[src/rtl/rf_wb_arbiter_pkg.sv]
// Shared constants and helpers for the register-file write-back controller.
// Imported by the interface, the arbiter and the top.
package rf_wb_arbiter_pkg;

   localparam int RF_NUM = 32;
   localparam int RF_AW  = 5;
   localparam int XLEN   = 32;

   // Requester slot assignment on the write-back bus.
   typedef enum logic [0:0] {
      REQ_EXU = 1'b0,
      REQ_LSU = 1'b1
   } req_id_e;

   // One-hot register select; bit 0 is x0.
   function automatic logic [RF_NUM-1:0] rf_onehot(
      input logic [RF_AW-1:0] a
   );
      return RF_NUM'(1) << a;
   endfunction

endpackage

[src/rtl/rf_wb_arbiter_if.sv]
// Write-back request bus: N requesters, each with valid/ready,
// destination register and result data packed per requester.
interface rf_wb_arbiter_if #(
   parameter int N_REQ = 2
);
   import rf_wb_arbiter_pkg::*;

   logic [N_REQ-1:0]       i_req_valid;
   logic [N_REQ-1:0]       o_req_ready;
   logic [N_REQ*RF_AW-1:0] i_req_waddr;
   logic [N_REQ*XLEN-1:0]  i_req_wdata;

   modport master (
      output i_req_valid,
      output i_req_waddr,
      output i_req_wdata,
      input  o_req_ready
   );

   modport slave (
      input  i_req_valid,
      input  i_req_waddr,
      input  i_req_wdata,
      output o_req_ready
   );

endinterface

[src/rtl/rf_wb_arbiter_rr.sv]
// N-way round-robin arbiter with a last-winner pointer.
// The grant is one-hot, or zero when nothing requests.
module rr_arbiter #(
   parameter int N = 2
) (
   input  logic         clk,
   input  logic         i_rst,
   input  logic [N-1:0] i_req,
   output logic [N-1:0] o_gnt
);

   localparam int PW = (N > 1) ? $clog2(N) : 1;

   logic [PW-1:0] r_ptr;
   logic [PW-1:0] w_idx;
   logic [PW-1:0] w_k;
   logic          w_found;

   // Scan from the slot after the last winner, wrapping, first valid wins.
   always_comb begin
      o_gnt   = '0;
      w_idx   = r_ptr;
      w_found = 1'b0;
      w_k     = '0;
      for (int i = 1; i <= N; i++) begin
         w_k = PW'((int'(r_ptr) + i) % N);
         if (!w_found && i_req[w_k]) begin
            w_found  = 1'b1;
            o_gnt[w_k] = 1'b1;
            w_idx    = w_k;
         end
      end
   end

   // Pointer follows the winner; with no requester it holds.
   always_ff @(posedge clk or posedge i_rst) begin
      if (i_rst) begin
         r_ptr <= PW'(N - 1);
      end else if (|i_req) begin
         r_ptr <= w_idx;
      end
   end

endmodule

[src/rtl/rf_wb_arbiter.sv]
// Regfile write-back controller: round-robin write port arbitration,
// per-register pending-write scoreboard and decode hazard detection.
module rf_wb_arbiter
   import rf_wb_arbiter_pkg::*;
#(
   parameter int N_REQ = 2,
   parameter int CNT_W = 2
) (
   input  logic             clk,
   input  logic             i_rst,
   rf_wb_arbiter_if.slave   wb,
   output logic             o_rf_wen,
   output logic [RF_AW-1:0] o_rf_waddr,
   output logic [XLEN-1:0]  o_rf_wdata,
   input  logic             i_issue_valid,
   input  logic [RF_AW-1:0] i_issue_rd,
   output logic             o_issue_ready,
   input  logic [RF_AW-1:0] i_chk_raddr1,
   input  logic [RF_AW-1:0] i_chk_raddr2,
   output logic             o_hazard
);

   localparam logic [CNT_W-1:0] CNT_MAX = {CNT_W{1'b1}};

   logic [N_REQ-1:0]  w_gnt;
   logic              w_xfer;
   logic [RF_AW-1:0]  w_waddr;
   logic [XLEN-1:0]   w_wdata;
   logic              w_dec;
   logic              w_inc;
   logic [RF_NUM-1:0] w_dec_vec;
   logic [RF_NUM-1:0] w_inc_vec;
   logic              w_haz1;
   logic              w_haz2;

   logic [CNT_W-1:0]  r_cnt [RF_NUM];

   rr_arbiter #(
      .N (N_REQ)
   ) u_rr (
      .clk   (clk),
      .i_rst (i_rst),
      .i_req (wb.i_req_valid),
      .o_gnt (w_gnt)
   );

   assign wb.o_req_ready = w_gnt;
   assign w_xfer         = |w_gnt;

   // Steer the granted requester's address and data to the write port.
   always_comb begin
      w_waddr = '0;
      w_wdata = '0;
      for (int k = 0; k < N_REQ; k++) begin
         if (w_gnt[k]) begin
            w_waddr = wb.i_req_waddr[k*RF_AW +: RF_AW];
            w_wdata = wb.i_req_wdata[k*XLEN +: XLEN];
         end
      end
   end

   assign w_dec     = w_xfer & (w_waddr != '0);
   assign w_dec_vec = w_dec ? rf_onehot(w_waddr) : '0;

   // A full counter can still take an issue if the same reg drains now.
   assign o_issue_ready = (i_issue_rd == '0)
                        | (r_cnt[i_issue_rd] != CNT_MAX)
                        | (w_dec & (w_waddr == i_issue_rd));

   assign w_inc     = i_issue_valid & o_issue_ready
                    & (i_issue_rd != '0);
   assign w_inc_vec = w_inc ? rf_onehot(i_issue_rd) : '0;

   // Register the winner; x0 writes are accepted but never enabled.
   always_ff @(posedge clk or posedge i_rst) begin
      if (i_rst) begin
         o_rf_wen   <= 1'b0;
         o_rf_waddr <= '0;
         o_rf_wdata <= '0;
      end else if (w_xfer) begin
         o_rf_wen   <= (w_waddr != '0);
         o_rf_waddr <= w_waddr;
         o_rf_wdata <= w_wdata;
      end else begin
         o_rf_wen   <= 1'b0;
      end
   end

   // Pending-write counters; x0 stays zero, a stray write saturates at 0.
   always_ff @(posedge clk or posedge i_rst) begin
      if (i_rst) begin
         for (int r = 0; r < RF_NUM; r++) begin
            r_cnt[r] <= '0;
         end
      end else begin
         for (int r = 1; r < RF_NUM; r++) begin
            if (w_inc_vec[r] && !w_dec_vec[r]) begin
               r_cnt[r] <= r_cnt[r] + 1'b1;
            end else if (w_dec_vec[r] && !w_inc_vec[r]
                         && (r_cnt[r] != '0)) begin
               r_cnt[r] <= r_cnt[r] - 1'b1;
            end
         end
      end
   end

   // A write counts as pending until it leaves the output register.
   assign w_haz1 = (i_chk_raddr1 != '0)
                 & ((r_cnt[i_chk_raddr1] != '0)
                 | (o_rf_wen & (o_rf_waddr == i_chk_raddr1)));
   assign w_haz2 = (i_chk_raddr2 != '0)
                 & ((r_cnt[i_chk_raddr2] != '0)
                 | (o_rf_wen & (o_rf_waddr == i_chk_raddr2)));

   assign o_hazard = w_haz1 | w_haz2;

endmodule
[src/flat_wrapper.sv]
// flat-port wrapper written by rule: the top's interface ports become plain ports
module rf_wb_arbiter_flat import rf_wb_arbiter_pkg::*;
#(
   parameter int N_REQ = 2,
   parameter int CNT_W = 2
)
  (clk, i_rst, o_rf_wen, o_rf_waddr, o_rf_wdata, i_issue_valid, i_issue_rd, o_issue_ready, i_chk_raddr1, i_chk_raddr2, o_hazard, wb_i_req_valid, wb_i_req_waddr, wb_i_req_wdata, wb_o_req_ready);
  rf_wb_arbiter_if #(.N_REQ(N_REQ)) wb_i ();
  input  logic clk;
  input  logic i_rst;
  output logic o_rf_wen;
  output logic [RF_AW-1:0] o_rf_waddr;
  output logic [XLEN-1:0] o_rf_wdata;
  input  logic i_issue_valid;
  input  logic [RF_AW-1:0] i_issue_rd;
  output logic o_issue_ready;
  input  logic [RF_AW-1:0] i_chk_raddr1;
  input  logic [RF_AW-1:0] i_chk_raddr2;
  output logic o_hazard;
  input wire logic [$bits(wb_i.i_req_valid)-1:0] wb_i_req_valid;
  input wire logic [$bits(wb_i.i_req_waddr)-1:0] wb_i_req_waddr;
  input wire logic [$bits(wb_i.i_req_wdata)-1:0] wb_i_req_wdata;
  output wire logic [$bits(wb_i.o_req_ready)-1:0] wb_o_req_ready;
  assign wb_i.i_req_valid = wb_i_req_valid;
  assign wb_i.i_req_waddr = wb_i_req_waddr;
  assign wb_i.i_req_wdata = wb_i_req_wdata;
  assign wb_o_req_ready = wb_i.o_req_ready;
  rf_wb_arbiter #(.N_REQ(N_REQ), .CNT_W(CNT_W)) u_core (.clk(clk), .i_rst(i_rst), .wb(wb_i), .o_rf_wen(o_rf_wen), .o_rf_waddr(o_rf_waddr), .o_rf_wdata(o_rf_wdata), .i_issue_valid(i_issue_valid), .i_issue_rd(i_issue_rd), .o_issue_ready(o_issue_ready), .i_chk_raddr1(i_chk_raddr1), .i_chk_raddr2(i_chk_raddr2), .o_hazard(o_hazard));
endmodule
[config.mk]
export PLATFORM = sky130hd
export DESIGN_NAME = rf_wb_arbiter_flat
export DESIGN_NICKNAME = d
export VERILOG_FILES = /design/src/rtl/rf_wb_arbiter_pkg.sv /design/src/rtl/rf_wb_arbiter_if.sv /design/src/rtl/rf_wb_arbiter_rr.sv /design/src/rtl/rf_wb_arbiter.sv /design/src/flat_wrapper.sv
export SDC_FILE = /design/constraint.sdc
export NUM_CORES = 1
export LEC_CHECK = 0
export ABC_AREA = 1
export BUFFER_PORTS_ARGS = -buffer_cell sky130_fd_sc_hd__clkbuf_2
export CORE_UTILIZATION = 50
export DETAILED_ROUTE_END_ITERATION = 12
export PLACE_DENSITY = 0.76
export SYNTH_ARGS = -nofsm -noshare
export SYNTH_HDL_FRONTEND = slang
export SYNTH_SLANG_ARGS = --single-unit
[constraint.sdc]
create_clock -name clk -period 8.6 [get_ports clk]
set_input_delay 0.86 -clock clk [delete_from_list [all_inputs] [get_ports clk]]
set_output_delay 0.86 -clock clk [all_outputs]
set_load 0.01 [all_outputs]
Yosys cells after proc, flatten, opt, wreduce, memory -nomap -nowiden
Index checks and enable logic that the tools add are counted.
{"block": "totals", "register_bits": 101, "inputBits": 94, "output_inout_bits": 42}
{"block": "classes", "n_addsub": 64, "n_lt_le_gt_ge": 7, "n_eq_ne": 4, "n_shift": 2, "mux": 91, "bitwise": 17, "reduce_logical": 232}
{"cell": "$mux 2", "count": 70}
{"cell": "$reduce_bool 2->1", "count": 65}
{"cell": "$mux 32", "count": 4}
{"cell": "$logic_and 1x1->1", "count": 96}
{"cell": "$shl 1x5->32 const A", "count": 2}
{"cell": "$logic_not 1->1", "count": 63}
{"cell": "$add 2x1->2 const B", "count": 31}
{"cell": "$sub 2x1->2 const B", "count": 31}
{"cell": "$bmux 2 s5", "count": 3}
{"cell": "$reduce_bool 5->1", "count": 4}
{"cell": "$ge 6x6->1 const B", "count": 3}
{"cell": "$not 5->6", "count": 3}
{"cell": "$eq 5x5->1", "count": 3}
{"cell": "$mux 1", "count": 10}
{"cell": "$mux 5", "count": 2}
{"cell": "$and 1x1->1", "count": 8}
{"cell": "$logic_not 5->1", "count": 1}
{"cell": "$or 1x1->1", "count": 5}
{"cell": "$lt 1x2->1 const B", "count": 2}
{"cell": "$reduce_or 2->1", "count": 2}
{"cell": "$add 1x1->1 const B", "count": 2}
{"cell": "$demux 1 s1", "count": 2}
{"cell": "$ge 1x1->1 const B", "count": 2}
{"cell": "$ne 2x2->1 const B", "count": 1}
{"cell": "other kinds (2)", "count": 2}

Longest topological paths before layout
Gate-level depths: netlist (run 1).
{"block": "logic_depth", "depth_word": 22, "ltp_mapped": 19, "mapped_depth_nobuf": 17}

Modules after synthesis
A second synthesis (run 1) with hierarchy kept.
{"block": "unflattened", "cells_unflattened": 1184, "area_unflattened_um2": 7539.7}
{"module": "rf_wb_arbiter", "instances": 1, "cells_each": 1175, "area_per_inst_um2": 7470.9}
{"module": "rr_arbiter", "instances": 1, "cells_each": 9, "area_per_inst_um2": 68.8}

Least setup slack after synthesis (run 1)
OpenSTA, ideal clock, no wires.
{"block": "synth_path", "path_kind": "in2out", "startpoint": "input i_chk_raddr1[0]", "endpoint": "output o_hazard", "arrival_ns": 2.134, "required_ns": 7.740, "slack_ns": 5.606, "cell_stages": 11, "n_path_buf": 2, "path_cell_list": "clkbuf_1 inv_1 clkbuf_1 o311ai_0 o2111ai_1 nand2_1 nand2_1 nand2_1 nand3_1 nand2_1 nand2_1"}
{"block": "synth_between", "elab_chain_len": 8, "word_cells_on_any_way": 11, "cone_classes": "eq/ne: 1; mux: 3; bitwise: 5; reduce/logical: 2"}
{"element": "from (decl)", "line": "flat_wrapper.sv:17", "source": "input logic [RF_AW-1:0] i_chk_raddr1;"}
{"element": "$not 5->6 (implied by the code)", "line": "rf_wb_arbiter.sv:109", "source": "& ((r_cnt[i_chk_raddr1] != '0)"}
{"element": "$bmux 2 s5", "line": "rf_wb_arbiter.sv:109"}
{"element": "$mux 2 (implied by the code) (2 in a row)", "line": "rf_wb_arbiter.sv:109"}
{"element": "$reduce_bool 2->1", "line": "rf_wb_arbiter.sv:109"}
{"element": "$or 1x1->1", "line": "rf_wb_arbiter.sv:110", "source": "| (o_rf_wen & (o_rf_waddr == i_chk_raddr1)));"}
{"element": "$and 1x1->1 (*)", "line": "rf_wb_arbiter.sv:109"}
{"element": "$or 1x1->1 (*)", "line": "rf_wb_arbiter.sv:115", "source": "assign o_hazard = w_haz1 | w_haz2;"}
{"element": "to (decl)", "line": "flat_wrapper.sv:19", "source": "output logic o_hazard;"}
Every way passes the cells marked *; elsewhere a longest branch is shown, timed or not. The select of a mux whose other input is x is not followed.

Worst setup path after layout (run 1)
{"block": "layout_path", "startpoint": "input i_issue_rd[0]", "endpoint": "output o_issue_ready"}
{"block": "layout_between", "elab_chain_len": 7, "word_cells_on_any_way": 10, "cone_classes": "eq/ne: 2; mux: 3; bitwise: 4; reduce/logical: 1"}
{"element": "from (decl)", "line": "flat_wrapper.sv:15", "source": "input logic [RF_AW-1:0] i_issue_rd;"}
{"element": "$not 5->6 (implied by the code)", "line": "rf_wb_arbiter.sv:67", "source": "| (r_cnt[i_issue_rd] != CNT_MAX)"}
{"element": "$bmux 2 s5", "line": "rf_wb_arbiter.sv:67"}
{"element": "$mux 2 (implied by the code) (2 in a row)", "line": "rf_wb_arbiter.sv:67"}
{"element": "$ne 2x2->1", "line": "rf_wb_arbiter.sv:67"}
{"element": "$or 1x1->1", "line": "rf_wb_arbiter.sv:67"}
{"element": "$or 1x1->1 (*)", "line": "rf_wb_arbiter.sv:68", "source": "| (w_dec & (w_waddr == i_issue_rd));"}
{"element": "to (decl)", "line": "flat_wrapper.sv:16", "source": "output logic o_issue_ready;"}
Marks and branches as above.

==> results of run 1 <==
-- metrics by stage --
stage          util, %  worst slack, ns  area [um^2]  hold WS [ns]  power, mW
2_1_floorplan        -             5.09         7370         0.453       1.19
3_3_place_gp      56.9             4.26         8050         0.467       1.42
3_5_place_dp      56.9             4.20         8050         0.471       1.42
4_1_cts           59.0             4.21         8340         0.489       1.84
5_1_grt           59.0             3.93         8340         0.510       1.98
6_report          59.0             4.13         8340         0.485       1.85
-- area by class of cell --
type | count | area, um^2 | share of cell area, %
timing repair buffer | 137 | 691 | 8.28
multi-input combinational | 910 | 4120 | 49.4
inverter | 128 | 485 | 5.82
tap | 180 | 225 | 2.70
clock buffer | 10 | 239 | 2.86
clock inverter | 6 | 51.3 | 0.615
sequential | 101 | 2530 | 30.3
-- layer usage --
layer	vias to the layer above	GRT usage, %	wire, um
met5	-	0	0
met4	0	15.1	945
met3	83	8.95	2100
met2	421	50.8	10600
met1	3785	40.7	9780
li1	4000	-	-
-- cell usage in the layout, fill, tap and decap left out, types with 2 or more instances in the layout --
cell and instances:
o22ai_1 5, nand4_1 17, a221oi_1 5, or2_2 6, dfrtp_1 100, o21ai_1 9, o211ai_1 4, clkbuf_16 9
nand4_2 15, nor2_1 186, nand2_1 401, inv_2 3, clkbuf_2 135, buf_4 2, o21ai_0 38, o2111ai_1 4
inv_6 3, nand3_1 162, clkinv_1 2, a21oi_1 21, nor2_2 2, inv_1 121, a31oi_1 2, inv_4 2
o311ai_0 12, nand2_2 6, o221ai_1 2, xor2_1 3
-- flip-flops by register name, summed over array words and instances (netlist names) --
register,cells
u_core.o_rf_wdata,32
u_core.o_rf_wen,1
u_core.u_rr.r_ptr,1
u_core.r_cnt,62
u_core.o_rf_waddr,5
-- synthesized netlist by cell type, drive strengths merged (5+ instances only) --
master | count | share of area [%]
a21oi | 22 | 1.6
a221oi | 5 | 0.59
buf | 21 | 1.9
clkbuf | 25 | 1.3
dfrtp | 100 | 34
inv | 126 | 6.5
nand2 | 408 | 21
nand3 | 163 | 11
nand4 | 32 | 4.0
nor2 | 188 | 9.6
o21ai | 47 | 3.2
o22ai | 5 | 0.42
o311ai | 12 | 1.4
or2 | 7 | 0.59
-- worst max-delay path, stage by stage --
cell	delay, ns
clkbuf_2	0.60
inv_1	0.56
nor2_2	0.32
nand2_1	0.08
nand3_1	0.07
nand3_1	0.07
nand3_1	0.13
nand3_1	0.09
nand2_1	0.11
nand2_4	0.39
clkbuf_2	0.29
-- how the worst min path moves through the flow --
stage | end | cells after the start | slack (ns) | start
after detailed placement | u_core.o_rf_wdata[9]$_DFFE_PP0P_ | 2 | 0.47 | u_core.o_rf_wdata[9]$_DFFE_PP0P_
after global routing | u_core.o_rf_wdata[15]$_DFFE_PP0P_ | 2 | 0.51 | u_core.o_rf_wdata[15]$_DFFE_PP0P_
after floorplan | u_core.r_cnt[33]$_DFFE_PP0P_ | 2 | 0.45 | u_core.r_cnt[33]$_DFFE_PP0P_
after CTS | u_core.o_rf_wdata[9]$_DFFE_PP0P_ | 2 | 0.49 | u_core.o_rf_wdata[9]$_DFFE_PP0P_
after global placement | u_core.o_rf_wdata[16]$_DFFE_PP0P_ | 2 | 0.47 | u_core.o_rf_wdata[16]$_DFFE_PP0P_
final | u_core.o_rf_wdata[9]$_DFFE_PP0P_ | 2 | 0.48 | u_core.o_rf_wdata[9]$_DFFE_PP0P_
-- cell families (layout without fill, tap and decap cells) --
group	count (synthesis)	after routing	synth area share (%)
compound gates	107	107	8.98
xor+xnor	3	3	0.357
buf+inv	174	281	9.70
flops	101	101	34.3
simple gates	800	800	46.6
-- power by group --
part / leakage, nW / internal (mW) / switching, mW / total [mW]
clock network: 0.146 / 0.210 / 0.201 / 0.410
registers: 1.25 / 0.617 / 0.180 / 0.797
logic: 3.05 / 0.220 / 0.420 / 0.640
==> run_results.csv, run 1 <==
group,metric,value,unit
clock_network,postCtsHoldBufs,0,
drt,vias,8289,
timing,post-route-min-period,4.47,ns
drt,totalWireLength,23400,um
floorplanning,die_area,15200,um^2
synthesis,syn_avg_cell_area,6.22,um^2
clock_network,insertion_delay,0.36,ns
synthesis,synth_nets,1279,
worst_setup_path,startpoint_type,"input port",
cells_and_area,diodes,0,
worst_setup_path,reg2reg_depth,15,
clock_network,clockBufferDepth,2,
worst_setup_path,cp_max_fo,63,
power,power_density,221,nW/um^2
grt,antenna_found_initial,0,
clock_network,cts_buffers,9,
timing,fmax,224,MHz
synthesis,synthFlopType,"dfrtp_1",
drt,dr.pass1.iters,6,
outcome,status,"complete, no violations",
floorplanning,core-area,14100,um^2
floorplanning,die_h,123,um
cells_and_area,fin_nets,1381,
timing,final_max_slew_viol_count,0,
timing,hold_viol_final,0,
timing,slew_headroom,32.6,%
timing,rsz0062_at_grt,"false",
drt,drtAntennaViolNets,0,
clock_network,cts-root-buf,"clkbuf_16",
drt,via_per_inst,5.63,
grt,grt_pass1_wl,37700,um
synthesis,synth_edf_count,0,
timing,worst_slew_pin_slew,1.01,ns
worst_setup_path,r2r_slack,5.27,ns
cells_and_area,layout-drive-gt1-share,14.8,%
worst_setup_path,end_kind,"output port",
timing,setup_viol_count_final,0,
timing,fin_crit_sh,52.0,%
grt,grt_overflow,0,
synthesis,yosysWarningCount,2,
clock_network,clock_sinks,101,
power,p_leak,4.45,nW
placed_design,gp_congestion,0.980,
cells_and_area,area_growth,13.3,%
placed_design,dp.final_hpwl,17500,um
worst_setup_path,crit_start,"i_issue_rd[0]",
worst_setup_path,crit_required,7.74,ns
worst_setup_path,endpoint,"o_issue_ready",
grt,first_global_vias,7532,
worst_setup_path,arrival,3.61,ns
grt,grt_usage,32.2,%
cells_and_area,layoutNonFillerInstCount,1472,
synthesis,synthCells,1185,
cells_and_area,fill_cells,1408,
floorplanning,ios,136,
clock_network,clkTransAtPathRegs,0.07,ns
floorplanning,rows,43,
drt,first_iter_violations,742,
clock_network,cts_tree,"built",
synthesis,ys_seq_elements,101,
clock_network,post_cts_buffers,0,
synthesis,synthArstFlopShare,100,%
synthesis,syn_area,7370,um^2
worst_setup_path,r2r_start,"u_core.u_rr.r_ptr$_DFFE_PP1P_",
placed_design,placed_cells,1456,
worst_setup_path,timing.rr.end,"u_core.r_cnt[16]$_DFFE_PP0P_",
worst_hold_path,hold_class,"reg2reg",
placed_design,port_buffers,135,
flow_run,max-cap-violations,0,
synthesis,synth_cell_types,40,
worst_setup_path,crit_type,"in2out",
power,ir_drop,0.106,mV
timing,fin_skew,0.0115,ns
clock_network,htree_levels,3,
grt,grt_max_degree,64,
floorplanning,die_x,123,um
timing,setup-tns-final,0,ns
clock_network,post_cts_resized,0,
drt,route.detailed.drc,0,
floorplanning,start_util,52.1,%
drt,wire_per_inst,15.9,um
synthesis,seq_area_frac_synth,34.3,%
(Power assumes the default switching activity.)
==> run 2, diff against run 1 <==
ABC_AREA = 0   (was 1)
PLACE_DENSITY = 0.77   (was 0.76)
clock period = 4.7 ns   (was 8.6 ns; I/O delays follow)
==> run 2 against run 1 <==
Clock power is 110% higher. Utilization is 1.5 points higher. Largest cell class unchanged. Sequential share of layout area is 2.5 points higher. Final cell count is 29% lower. Routed wire length is 18% lower. Highest routed layer unchanged.
==> run_results.csv, run 2 <==
group,metric,value,unit
outcome,status,"complete, no violations",
timing,rsz0062_at_grt,"false",
worst_setup_path,crit_type,"reg2reg",
worst_setup_path,arrival,3.42,ns
worst_setup_path,worst_path_max_delay_cell,"dfstp_2",
synthesis,synth_top_cell_by_area,"dfrtp_1",
placed_design,pre_cts_slack,1.46,ns
synthesis,syn_avg_cell_area,8.83,um^2
timing,setup_viol_count_final,0,
cells_and_area,diodes,0,
drt,totalWireLength,19300,um
synthesis,synth_nets,840,
synthesis,synthArstFlopShare,100,%
synthesis,yosysMostFrequentCell,"nor2_1",
timing,setup-tns-final,0,ns
synthesis,seq_area_frac_synth,38.4,%
synthesis,synth_cell_types,55,
power,power_density,371,nW/um^2
floorplanning,die_x,117,um
drt,first_iter_violations,604,
placed_design,dp.final_hpwl,13900,um
grt,grt_overflow,0,
grt,grt_max_degree,76,
power,combPwrFrac,26.6,%
cells_and_area,final_common_cell,"clkbuf_2",
clock_network,post_cts_resized,0,
drt,wl_met2,8510,um
timing,hold_viol_final,0,
timing,fin_crit_sh,67.4,%
synthesis,synth_edf_count,0,
timing,fin_skew,0.0123,ns
timing,final_max_slew_viol_count,0,
synthesis,yosysWarningCount,2,
synthesis,synthCells,746,
timing,fmax,316,MHz
drt,via_per_inst,6.24,
power,ir_drop,0.177,mV
worst_setup_path,startpoint_type,"flip-flop",
drt,dr.max_layer_used,"met4",
grt,antenna_found_initial,0,
floorplanning,start_util,51.8,%
timing,slew_headroom,38.8,%
synthesis,synth.area.top_cells,"dfrtp_1, nor2_1, xnor2_1",
clock_network,post_cts_buffers,0,
floorplanning,ios,136,
synthesis,ys_seq_elements,101,
clock_network,postCtsHoldBufs,0,
synthesis,synthFlopType,"dfrtp_1",
clock_network,clockBufferDepth,2,
cells_and_area,regMostFlops,"u_core.r_cnt",
power,p_leak,3.18,nW
worst_setup_path,crit_chain,"nand2_1 -> nand2_2 -> inv_2 -> a32o_1 -> xor2_1 -> or3_1 -> o21ai_4 -> nand3_1 -> o21ba_2 -> a311oi_1",
placed_design,port_buffers,135,
timing,worst_slew_pin_slew,0.919,ns
power,swShare,34.0,%
synthesis,syn_area,6590,um^2
drt,drtAntennaViolNets,0,
cells_and_area,fin_nets,955,
worst_setup_path,slowest_delay,0.56,ns
timing,setup_ws,1.53,ns
worst_hold_path,hold_class,"in2async",
worst_setup_path,crit_required,4.95,ns
grt,grt_pass1_wl,29800,um
cells_and_area,fill_cells,1131,
floorplanning,die_h,117,um
cells_and_area,largest_reg_flops,62,
clock_network,clock_sinks,101,
drt,wl_met1,8110,um
worst_setup_path,critPathTopFamily,"compound AO/OA/AOI/OAI gates",
placed_design,gp_congestion,0.959,
cells_and_area,final_cell_mix,"clkbuf_2, nor2_1, dfrtp_1, nand3_1, nand2_1",
cells_and_area,top_regs,"u_core.r_cnt: 62 flops, u_core.o_rf_wdata: 32 flops, u_core.o_rf_waddr: 5 flops",
synthesis,synthTopCellsByCount,"nor2_1, dfrtp_1, nand3_1",
clock_network,htree_levels,3,
power,p_seq_share,43.9,%
power,p_switching,0.971,mW
grt,first_global_vias,5741,
worst_setup_path,end_kind,"flip-flop",
clock_network,cts_tree,"built",
drt,vias,6476,
floorplanning,core-area,12700,um^2
synthesis,netlist.area_leader.share,38.0,%
worst_setup_path,crit_buf_inv,1,
floorplanning,die_area,13600,um^2
clock_network,cts-root-buf,"clkbuf_16",
grt,grt_usage,28.8,%
worst_setup_path,cp_max_fo,16,
drt,wl_met3,2010,um
clock_network,cts_buffers,9,
clock_network,clkTransAtPathRegs,0.08,ns
drt,wire_per_inst,18.6,um
cells_and_area,layout-drive-gt1-share,23.3,%
cells_and_area,area_growth,16.8,%
power,clock_power_share,29.5,%
worst_setup_path,crit_start,"u_core.u_rr.r_ptr$_DFFE_PP1P_",
power,p_int,1.88,mW
drt,dr.pass1.iters,6,
drt,route.detailed.drc,0,
flow_run,max-cap-violations,0,
worst_setup_path,r2r_start,"u_core.u_rr.r_ptr$_DFFE_PP1P_",
floorplanning,rows,41,
clock_network,insertion_delay,0.37,ns
timing,post-route-min-period,3.17,ns
[run 2: cell types whose count changed in the layout (fill, tap and decap cells not counted), sizes merged, moves of 31 or more]
cell / delta
xnor2: +35
nand4: -31
nand3: -104
nand2: -368
inv: -123
nor2: -54
o21ai: -36
[run 2: area by class of cell]
type	count	area, um^2	share of cell area [%]
Clock buffer	10	239	3.10
Clock inverter	6	93.8	1.22
Inverter	6	25.0	0.325
Multi-Input combinational cell	603	3880	50.4
Sequential cell	101	2530	32.8
Tap cell	172	215	2.80
Timing Repair Buffer	140	713	9.26
[run 2: logic make-up (layout without fill, tap and decap cells)]
kind of cell | Yosys count | count (layout) | share of synthesized area [%]
AND/OR/NAND/NOR | 321 | 321 | 23.5
AO/OA/AOI/OAI | 221 | 221 | 24.9
flip-flops | 101 | 101 | 38.4
XOR/XNOR | 46 | 46 | 6.11
buffers and inverters | 42 | 162 | 2.70
multiplexers | 15 | 15 | 4.40
[run 2: routing by layer]
| metal | track usage [%] | vias to the layer above |
|---|---|---|
| met4 | 14.5 | 0 |
| li1 | - | 3015 |
| met2 | 44.0 | 346 |
| met5 | 0 | - |
| met1 | 38.9 | 3068 |
| met3 | 6.08 | 47 |
[run 2: path summary, 6_finish.rpt]
kind,depth (start not counted),slack [ns],end
hold reg to reg,1,0.51,u_core.r_cnt[34]$_DFFE_PP0P_
hold / removal,2,0.30,u_core.r_cnt[11]$_DFFE_PP0P_
min in group clk,3,0.34,u_core.o_rf_wdata[28]$_DFFE_PP0P_
max in group asynchronous,3,3.42,u_core.r_cnt[35]$_DFFE_PP0P_
setup / recovery,10,1.53,u_core.r_cnt[35]$_DFFE_PP0P_
setup reg to reg,10,1.53,u_core.r_cnt[35]$_DFFE_PP0P_
[run 2: metrics by stage]
stage                     hold slack [ns]  area [um^2]  std cells  util, %  power [mW]
after detailed placement            0.492         7370       1022     57.9        2.01
after global routing                0.354         7700       1038     60.5        3.00
after floorplan                     0.463         6590        746        -        1.76
after global placement              0.487         7370       1022     57.9        1.99
final                               0.303         7700       1038     60.5        2.86
after CTS                           0.339         7700       1038     60.5        2.85
[run 2: power by group through the flow]
stage	combinational, mW	sequential (mW)	clock [mW]
2_1_floorplan	0.531	1.23	0
3_3_place_gp	0.734	1.26	0
3_5_place_dp	0.749	1.26	0
4_1_cts	0.755	1.25	0.848
5_1_grt	0.841	1.28	0.881
6_report	0.761	1.25	0.842
==> run 3, diff against run 2 <==
PLACE_DENSITY = 0.8   (was 0.77)
clock period = 2.9 ns   (was 4.7 ns; I/O delays follow)
==> run 3 against run 2 <==
The run now ends with hold timing left. Register-to-register slack got worse by 1.5 ns. Routed wire length rose by 1.8%. Global-route usage rose by 0.13 points. Clock power rose by 51%. Largest power group unchanged. Count of clock-buffer cells in the layout fell by 1. Sequential power rose by 62%. Utilization rose by 1.8 points. Final cell count rose by 2.5%. Sequential share of layout area fell by 0.97 points. Largest cell class unchanged. Critical path depth rose by 1. Sequential cell count did not move.
==> run_results.csv, run 3 (synthesis results as in run 2) <==
group,metric,value,unit
power,power_density,582,nW/um^2
drt,wire_per_inst,18.5,um
floorplanning,core-area,12700,um^2
cells_and_area,area_growth,20.4,%
worst_setup_path,arrival,3.05,ns
timing,setup-tns-final,0,ns
placed_design,gp_congestion,0.926,
drt,totalWireLength,19700,um
grt,antenna_found_initial,1,
worst_setup_path,startpoint_type,"flip-flop",
timing,rsz0062_at_grt,"true",
grt,first_global_vias,5838,
flow_run,max-cap-violations,0,
worst_setup_path,slowest_delay,0.55,ns
drt,via_per_inst,6.28,
floorplanning,die_x,117,um
worst_setup_path,r2r_slack,0.08,ns
worst_setup_path,end_kind,"flip-flop",
grt,grt_overflow,0,
placed_design,placed_cells,1046,
worst_setup_path,r2r_start,"u_core.u_rr.r_ptr$_DFFE_PP1P_",
placed_design,port_buffers,135,
placed_design,dp.final_hpwl,14500,um
floorplanning,die_area,13600,um^2
drt,vias,6680,
power,p_leak,3.30,nW
drt,route.detailed.drc,0,
floorplanning,ios,136,
timing,slew_headroom,51.4,%
timing,fin_crit_sh,97.2,%
clock_network,postCtsHoldBufs,0,
power,ir_drop,0.264,mV
worst_setup_path,crit_type,"reg2reg",
worst_setup_path,reg2reg_depth,11,
timing,fmax,355,MHz
cells_and_area,layout-drive-gt1-share,26.2,%
cells_and_area,largest_reg_flops,62,
cells_and_area,regMostFlops,"u_core.r_cnt",
timing,post-route-min-period,2.82,ns
worst_setup_path,cp_max_fo,11,
worst_hold_path,hold_class,"in2async",
worst_setup_path,worst_path_max_delay_cell,"dfstp_2",
floorplanning,die_h,117,um
drt,drtAntennaViolNets,0,
timing,setup_viol_count_final,0,
cells_and_area,fin_nets,981,
grt,grt_usage,28.9,%
clock_network,cts_tree,"built",
cells_and_area,diodes,0,
clock_network,htree_levels,3,
worst_setup_path,crit_required,3.13,ns
worst_setup_path,crit_chain,"nand2_1 -> nand2_2 -> inv_2 -> a32o_1 -> or3_1 -> o211a_1 -> a21oi_4 -> buf_4 -> nor3_1 -> a311oi_1 -> a21oi_1",
drt,first_iter_violations,702,
clock_network,cts_buffers,9,
cells_and_area,fill_cells,1072,
timing,fin_skew,0.00914,ns
floorplanning,start_util,51.8,%
outcome,failed_checks,"hold timing",
timing,hold_viol_final,13,
grt,grt_pass1_wl,30000,um
outcome,status,"finished, violations left",
cells_and_area,final_cell_mix,"clkbuf_2, nor2_1, dfrtp_1, nand3_1, nand2_1",
clock_network,insertion_delay,0.35,ns
worst_setup_path,crit_start,"u_core.u_rr.r_ptr$_DFFE_PP1P_",
cells_and_area,final_common_cell,"clkbuf_2",
cells_and_area,layoutNonFillerInstCount,1064,
clock_network,cts-root-buf,"clkbuf_16",
timing,final_max_slew_viol_count,0,
floorplanning,rows,41,
drt,dr.pass1.iters,5,
timing,worst_slew_pin_slew,0.724,ns
cells_and_area,top_regs,"u_core.r_cnt: 62 flops, u_core.o_rf_wdata: 32 flops, u_core.o_rf_waddr: 5 flops",
grt,grt_max_degree,49,
worst_setup_path,timing.rr.end,"u_core.r_cnt[16]$_DFFE_PP0P_",
cells_and_area,fin_util,62.4,%
clock_network,clock_sinks,101,
clock_network,clkTransAtPathRegs,0.08,ns
clock_network,clockBufferDepth,2,
timing,hold_slack,-0.00942,ns
[run 3: cell count changes in the layout (fill, tap and decap cells not counted), moves of 2 or more]
cell	before	now
buf_12	0	2
buf_4	5	29
clkinvlp_4	1	3
nand3_1	49	47
nand3_2	10	12
[run 3: how the worst max path moves through the flow]
stage               depth (start not counted)  slack (ns)                           end
floorplan                                  12        0.22  u_core.r_cnt[54]$_DFFE_PP0P_
global placement                           11        0.19  u_core.r_cnt[35]$_DFFE_PP0P_
detailed placement                         11         0.1  u_core.r_cnt[16]$_DFFE_PP0P_
CTS                                         8        0.07                 o_issue_ready
global route                               11       -0.02   u_core.r_cnt[6]$_DFFE_PP0P_
finish                                     11        0.08  u_core.r_cnt[16]$_DFFE_PP0P_
[run 3: what timing repair did]
| item | 4_1_cts | 5_1_grt |
|---|---|---|
| setup endpoints to repair | 0 | 12 |
| setup buffers | 0 | 2 |
| resized for setup | 0 | 7 |
| endpoints found under the hold margin | 0 | 0 |
[run 3: metal layers]
metal | wire length (um) | share of wire, % | GRT usage, %
met4 | 731 | 3.7 | 13.1
met5 | 13 | 0.066 | 0
met3 | 1910 | 9.7 | 7.11
met2 | 8720 | 44 | 44.6
met1 | 8310 | 42 | 38.6
[run 3: report_power, final]
part           switching (mW)  total [mW]  internal, mW  leakage (nW)
sequential              0.343        2.03          1.69          1.16
combinational           0.697        1.32         0.628          2.00
clock                   0.584        1.27         0.682         0.144
[run 3: worst max-delay path: cells and delay by family (launching register included)]
kind | cells | cell delay (ns)
AO/OA/AOI/OAI | 5 | 1.23
AND/OR/NAND/NOR | 4 | 0.63
buffers and inverters | 2 | 0.29
flip-flops | 1 | 0.55
[run 3: layout make-up]
class                   count  area, um^2  area share [%]
inverters                   6        26.3           0.331
clock inverters             7        82.6            1.04
clock buffers               9         225            2.84
multi-input cells         603        3920            49.4
flip-flops and latches    101        2530            31.9
well taps                 172         215            2.71
repair buffers            166         933            11.8
[run 3: metrics by stage]
step           area (um^2)  hold slack (ns)  power, mW  worst slack, ns
2_1_floorplan         6590            0.409       2.85            0.218
3_3_place_gp          7570            0.372       3.28            0.190
3_5_place_dp          7570            0.374       3.33           0.0992
4_1_cts               7880          0.00305       4.59           0.0744
5_1_grt               7930           0.0459       4.85          -0.0178
6_report              7930         -0.00942       4.62           0.0803
